**src/rtl/reg_write_arbiter.sv**
```systemverilog
// reg_write_arbiter: two-port round-robin write arbiter for the shared
// WIDTH-bit storage register. Each grant writes the winner's data, updates
// the source/valid flags and the winner's saturating write counter, and
// returns a one-cycle acknowledge. Every output comes straight from a flop.
module reg_write_arbiter #(
  parameter int WIDTH     = 16,
  parameter int CNT_WIDTH = 8
) (
  input  logic                 clk,
  input  logic                 reset,
  input  logic                 req_1,
  input  logic [WIDTH-1:0]     data_1,
  input  logic                 req_2,
  input  logic [WIDTH-1:0]     data_2,
  output logic                 ack_1,
  output logic                 ack_2,
  output logic [WIDTH-1:0]     read_port_1,
  output logic                 valid,
  output logic                 last_src,
  output logic [CNT_WIDTH-1:0] wr_count_1,
  output logic [CNT_WIDTH-1:0] wr_count_2
);

  typedef enum logic [1:0] {
    S_IDLE = 2'd0,
    S_ACK1 = 2'd1,
    S_ACK2 = 2'd2
  } state_t;

  localparam logic [CNT_WIDTH-1:0] CNT_ONE = {{(CNT_WIDTH-1){1'b0}}, 1'b1};

  state_t               r_state;
  logic                 r_prio;      // 0: port 1 favoured, 1: port 2 favoured
  logic [WIDTH-1:0]     r_data;
  logic                 r_valid;
  logic                 r_last_src;
  logic [CNT_WIDTH-1:0] r_cnt_1;
  logic [CNT_WIDTH-1:0] r_cnt_2;
  logic                 r_ack_1;
  logic                 r_ack_2;

  logic                 w_idle;
  logic                 w_grant_1;
  logic                 w_grant_2;

  // Counter increment that sticks at all-ones instead of wrapping.
  function automatic logic [CNT_WIDTH-1:0] sat_inc(input logic [CNT_WIDTH-1:0] v);
    return (&v) ? v : (v + CNT_ONE);
  endfunction

  // Requests only count in IDLE; a lone requester always wins, and under
  // contention the priority pointer picks the port that was not served last.
  assign w_idle    = (r_state == S_IDLE);
  assign w_grant_1 = w_idle && req_1 && (!req_2 || !r_prio);
  assign w_grant_2 = w_idle && req_2 && (!req_1 ||  r_prio);

  // Arbitration FSM: IDLE grants and writes, ACK1/ACK2 hold the ack for one
  // cycle while ignoring requests, then fall back to IDLE.
  always_ff @(posedge clk or negedge reset) begin
    if (!reset) begin
      r_state    <= S_IDLE;
      r_prio     <= 1'b0;
      r_data     <= '0;
      r_valid    <= 1'b0;
      r_last_src <= 1'b0;
      r_cnt_1    <= '0;
      r_cnt_2    <= '0;
      r_ack_1    <= 1'b0;
      r_ack_2    <= 1'b0;
    end else begin
      r_ack_1 <= 1'b0;
      r_ack_2 <= 1'b0;
      case (r_state)
        S_IDLE: begin
          if (w_grant_1) begin
            r_data     <= data_1;
            r_last_src <= 1'b0;
            r_valid    <= 1'b1;
            r_prio     <= 1'b1;
            r_cnt_1    <= sat_inc(r_cnt_1);
            r_ack_1    <= 1'b1;
            r_state    <= S_ACK1;
          end else if (w_grant_2) begin
            r_data     <= data_2;
            r_last_src <= 1'b1;
            r_valid    <= 1'b1;
            r_prio     <= 1'b0;
            r_cnt_2    <= sat_inc(r_cnt_2);
            r_ack_2    <= 1'b1;
            r_state    <= S_ACK2;
          end
        end
        S_ACK1:  r_state <= S_IDLE;
        S_ACK2:  r_state <= S_IDLE;
        default: r_state <= S_IDLE;
      endcase
    end
  end

  assign ack_1       = r_ack_1;
  assign ack_2       = r_ack_2;
  assign read_port_1 = r_data;
  assign valid       = r_valid;
  assign last_src    = r_last_src;
  assign wr_count_1  = r_cnt_1;
  assign wr_count_2  = r_cnt_2;

endmodule

```
**config.mk**
```make
export PLATFORM = sky130hd
export DESIGN_NAME = reg_write_arbiter
export DESIGN_NICKNAME = d
export VERILOG_FILES = /design/src/rtl/reg_write_arbiter.sv
export SDC_FILE = /design/constraint.sdc
export NUM_CORES = 1
export LEC_CHECK = 0
export ABC_AREA = 1
export CORE_ASPECT_RATIO = 1.2
export CORE_MARGIN = 1
export CORE_UTILIZATION = 45
export DETAILED_ROUTE_END_ITERATION = 10
export MAX_ROUTING_LAYER = met4
export PLACE_DENSITY = 0.85
export SYNTH_ARGS = -nofsm -noshare
export SYNTH_HDL_FRONTEND = slang
export SYNTH_SLANG_ARGS = --single-unit
```
**constraint.sdc**
```tcl
create_clock -name clk -period 1.55 [get_ports clk]
set_input_delay 0.2325 -clock clk [delete_from_list [all_inputs] [get_ports clk]]
set_output_delay 0.2325 -clock clk [all_outputs]
set_load 0.01 [all_outputs]
```
# Word-level counts from Yosys, hierarchy flattened
# Index checks and enable logic that the tools add are counted.
word_totals:
  in_bits: 36
  ramBits: 0
  out_inout_bits: 36
  latchBits: 0
  wordCells: 46
  regBits: 39
  romBits: 0
  mem_count: 0
op_classes:
  multipliers: 0
  n_reduce_logical: 16
  mux: 15
  div: 0
  eq_ne: 1
  magnitude_cmp: 0
  add_sub_neg: 2
  shifts: 0
  bitwise: 3
op_table:
  columns: ["operator", "n"]
  rows:
  - ["16-bit 2-to-1 mux", 2]
  - ["8-bit by 1-bit adder with 8-bit output, second input constant", 2]
  - ["8-bit AND reduction", 2]
  - ["1-bit 2-to-1 mux", 10]
  - ["2-bit 2-to-1 mux", 3]
  - ["1-bit logical AND", 4]
  - ["4-bit AND reduction", 1]
  - ["1-bit logical NOT", 3]
  - ["3-bit by 1-bit inequality test with 1-bit output, second input constant", 1]
  - ["1-bit inverter", 3]
  - ["3-bit AND reduction", 1]
  - ["2-bit logical NOT", 1]
  - ["1-bit logical OR", 2]
  - ["2-bit AND reduction", 1]
  - ["2-bit nonzero test", 1]

# Longest topological paths before layout
logic_depth:
  depth_word: 6
  mapped_depth: 8

# Least setup slack after synthesis
# No wires, ideal clock.
synth_timing:
  path_kind: "reg-to-reg"
  start: "reg r_cnt_1[0] (netlist: wr_count_1[0])"
  end: "reg r_cnt_1[4] (netlist: wr_count_1[4])"
  setup_slack_ns: 0.254
  t_arrival_ns: 1.180
  path_stages_with_launch: 9
  required_ns: 1.434
  period_less_slack_ns: 1.296
  setup_ns: 0.116
  path_buffers: 0
  path_cell_list: "dfrtp_1 -> ha_1 -> nand2_1 -> nor2_2 -> nand2_1 -> nand2_4 -> inv_4 -> nand2_1 -> nand2_1"
synth_between:
  elab_chain_cells: 3
  word_cells_on_any_way: 4
  cone_classes: "add/sub: 1; bitwise: 1; reduce/logical: 2"
synth_lines:
  columns: ["item", "line", "text"]
  rows:
  - ["from (decl)", "37", "logic [CNT_WIDTH-1:0] r_cnt_1;"]
  - ["from (signal assigned)", "80", "r_cnt_1 <= sat_inc(r_cnt_1);"]
  - ["branches (longest 3 deep; another with 8-bit by 1-bit adder with 8-bit output)", null, null]
# Parallel ways; which one is timed is not known.
# A chain may end at the register's enable or synchronous reset.

# Worst setup path in the final report
layout_timing:
  start: "reg r_cnt_2[0] (netlist: wr_count_2[0])"
  end: "out wr_count_2[0]"
layout_rtl:
  columns: ["item", "line", "text"]
  rows:
  - ["from (decl)", "38", "logic [CNT_WIDTH-1:0] r_cnt_2;"]
  - ["from (signal assigned)", "88", "r_cnt_2 <= sat_inc(r_cnt_2);"]
  - ["to (decl)", "21", "output logic [CNT_WIDTH-1:0] wr_count_2"]
# No word-level cell between the ends.

==> results_dict.tcl <==
set metrics [dict create \
    outcome "finished, violations left" \
    violations "negative hold slack" \
    hpwl_mm 3.14 \
    grt_max_degree 40 \
    path_delay_family "buffers and inverters" \
    grt_pass1_wl_mm 7.63 \
    fill_cells 375 \
    die-area_sq_um 4900 \
    pwr_density_cell_nw_per_um2 1540 \
    r2r_cells 8 \
    rsz0062_at_grt "no" \
    arrival_ns 1.27 \
    hold_viol_final 15 \
    setup.worst_path.end_class "output pin" \
    synth_common_cells "123 x nand2_1, 39 x dfrtp_1, 29 x inv_1, 27 x nor2_1, 12 x o21ai_0" \
    synthCells 274 \
    crit_fanout 5 \
    antenna_found_initial 0 \
    layout-drive-gt1-share 0.119 \
    grt_pass1_vias 1728 \
    antenna_left 0 \
    multi_input_area_sq_um 923 \
    timing.hold.ws_ns -0.0139 \
    maxCapViolCount 0 \
    routabilityCongestion 0.803 \
    area_growth_pct 43.3 \
    maxSlewHeadroom 0.661 \
    path_clk_slew_ns 0.08 \
    crit_chain "clkdlybuf4s50_1" \
    firstDrtPassIters 4 \
    grt.total_usage 0.200 \
    fin_util 0.684 \
    synth_warnings 0 \
    critical_path.max_stage_delay_ns 0.56 \
    row_count 26 \
    drc 0 \
    yosysMostFrequentCell "nand2_1" \
    clock_latency_ns 0.29 \
    setup_viol 0 \
    die_width_microns 64.1 \
    wl_mm 4.50 \
    cts_made_buffers 5 \
    final-seq-area_sq_um 983 \
    cp.buffers_inverters 1 \
    p_leak_uw 0.00145 \
    finalCritPeriodShare 0.972 \
    timing_worst_setup_path_type "reg -> out" \
    layoutNonFillerInstCount 409 \
    io_pins 72 \
    initial_utilization 0.477 \
    fmax_mhz 664 \
    drt_iter0_markers 126 \
    seq_area_frac_synth 0.469 \
    cp_num_cells 1 \
    clock_path_buffers 2 \
    n_antenna_cell 0 \
    postSynthAreaPerCell_sq_um 7.59 \
    post-route-min-period_ns 1.51 \
    htreeDepth 2 \
    syn_area_sq_um 2080 \
    cts-root-buf "clkbuf_8" \
    port_buffers 71 \
    overflow 0 \
    synth_top_area_frac 0.469 \
    die_h_microns 76.5 \
    crit_slowest_cell "clkdlybuf4s50_1" \
    cp.required_ns 1.32 \
    yosys-top-cells-area "dfrtp_1 47%, nand2_1 22%, inv_1 5.2%" \
    min_path_type "in -> async" \
    syn_nets 312 \
    post_drt_wl_per_cell_microns 11.0 \
    tightest_slew_ns 0.509 \
    synth_edf_count 0 \
    core_sq_um 4360 \
    rrSetupSlack_ns 0.17 \
    cts_hold_buffers 0 \
    r2r-end "wr_count_2[7]" \
    synth.largest_area_cell "dfrtp_1" \
    synth-async-reset-ratio 1.00 \
    ir_drop_v 0.000846 \
    fin_skew_ns 0.00585 \
    start_kind "register" \
    place_inst 399 \
    synth_seq_cells 39 \
    cts_tree "built" \
    finalSetupTns_ns 0 \
    clock_sinks 39 \
    synthFlopType "dfrtp_1" \
    num_vias 1919 \
    vias_per_cell 4.69 \
    drv_slew 0 \
    synth.distinct_cells 20 \
    fin_nets 390 \
    worstReg2RegStart "wr_count_2[0]" \
]
[logic make-up after synthesis]
family | synth area share
buf+inv | 0.0872
fa+ha+maj | 0.0120
compound gates | 0.0716
simple gates | 0.335
flops | 0.469
xor+xnor | 0.0253
[through the flow]
stage	instance area (sq um)	setup WS (ns)	total power (uW)
final	2980	0.0430	4590
after global routing	2980	0.00624	4940
after CTS	2960	0.000981	4620
after detailed placement	2840	0.0429	3720
after global placement	2840	0.0488	3660
after floorplan	2080	0.254	2740
[cell usage in the layout (no fill, tap or decap), types with 2 or more instances in the layout]
cell type,instances
nand2_1,123
nand3_1,6
o21ai_1,2
nor2_1,27
dfrtp_1,33
buf_4,4
clkdlybuf4s50_1,70
xor2_1,3
dfrtp_2,6
ha_1,2
o21ai_0,12
nor2_4,2
nand2_4,4
nor2_2,2
inv_1,29
clkbuf_8,6
inv_4,3
o21ai_2,9
xnor2_1,3
[where the power goes]
part           internal, uW  switching, uW  leakage, uW
Combinational          1050            971     0.000912
Clock                   521            367    0.0000612
Sequential             1390            289     0.000480
[flip-flops by register name, indices dropped and copies added, names as in the netlist]
register     count
wr_count_1       8
ack_1            1
wr_count_2       8
last_src         1
valid            1
r_state          2
read_port_1     16
ack_2            1
r_prio           1
[layout make-up]
cell class	count	share of cell area
Timing Repair Buffer	76	0.253
Clock inverter	2	0.0117
Sequential cell	39	0.330
Clock buffer	6	0.0277
Multi-Input combinational cell	197	0.310
Inverter	33	0.0441
Tap cell	56	0.0235
[layer usage]
layer / track usage / up-vias / share of wire
li1: - / 980 / -
met1: 0.251 / 871 / 0.46
met2: 0.324 / 62 / 0.47
met3: 0.0359 / 6 / 0.062
met4: 0.0614 / 0 / 0.0098
met5: - / - / 0
[timing repair]
item                       in CTS  in global routing
setup endpoints to repair       2                  6
setup buffers                   0                  2
resized for setup               2                  4
[worst max path at each step]
stage | startpoint | end | slack [ns]
after floorplan | wr_count_1[0] | wr_count_1[4] | 0.25
after global placement | req_1 | wr_count_2[7] | 0.05
after detailed placement | req_1 | wr_count_2[0] | 0.04
after CTS | wr_count_2[4] | wr_count_2[4] | 0.001
after global routing | wr_count_2[0] | wr_count_2[1] | 0.006
final | wr_count_2[0] | wr_count_2[0] | 0.04
Note: power is estimated with default switching activity, not from simulation.
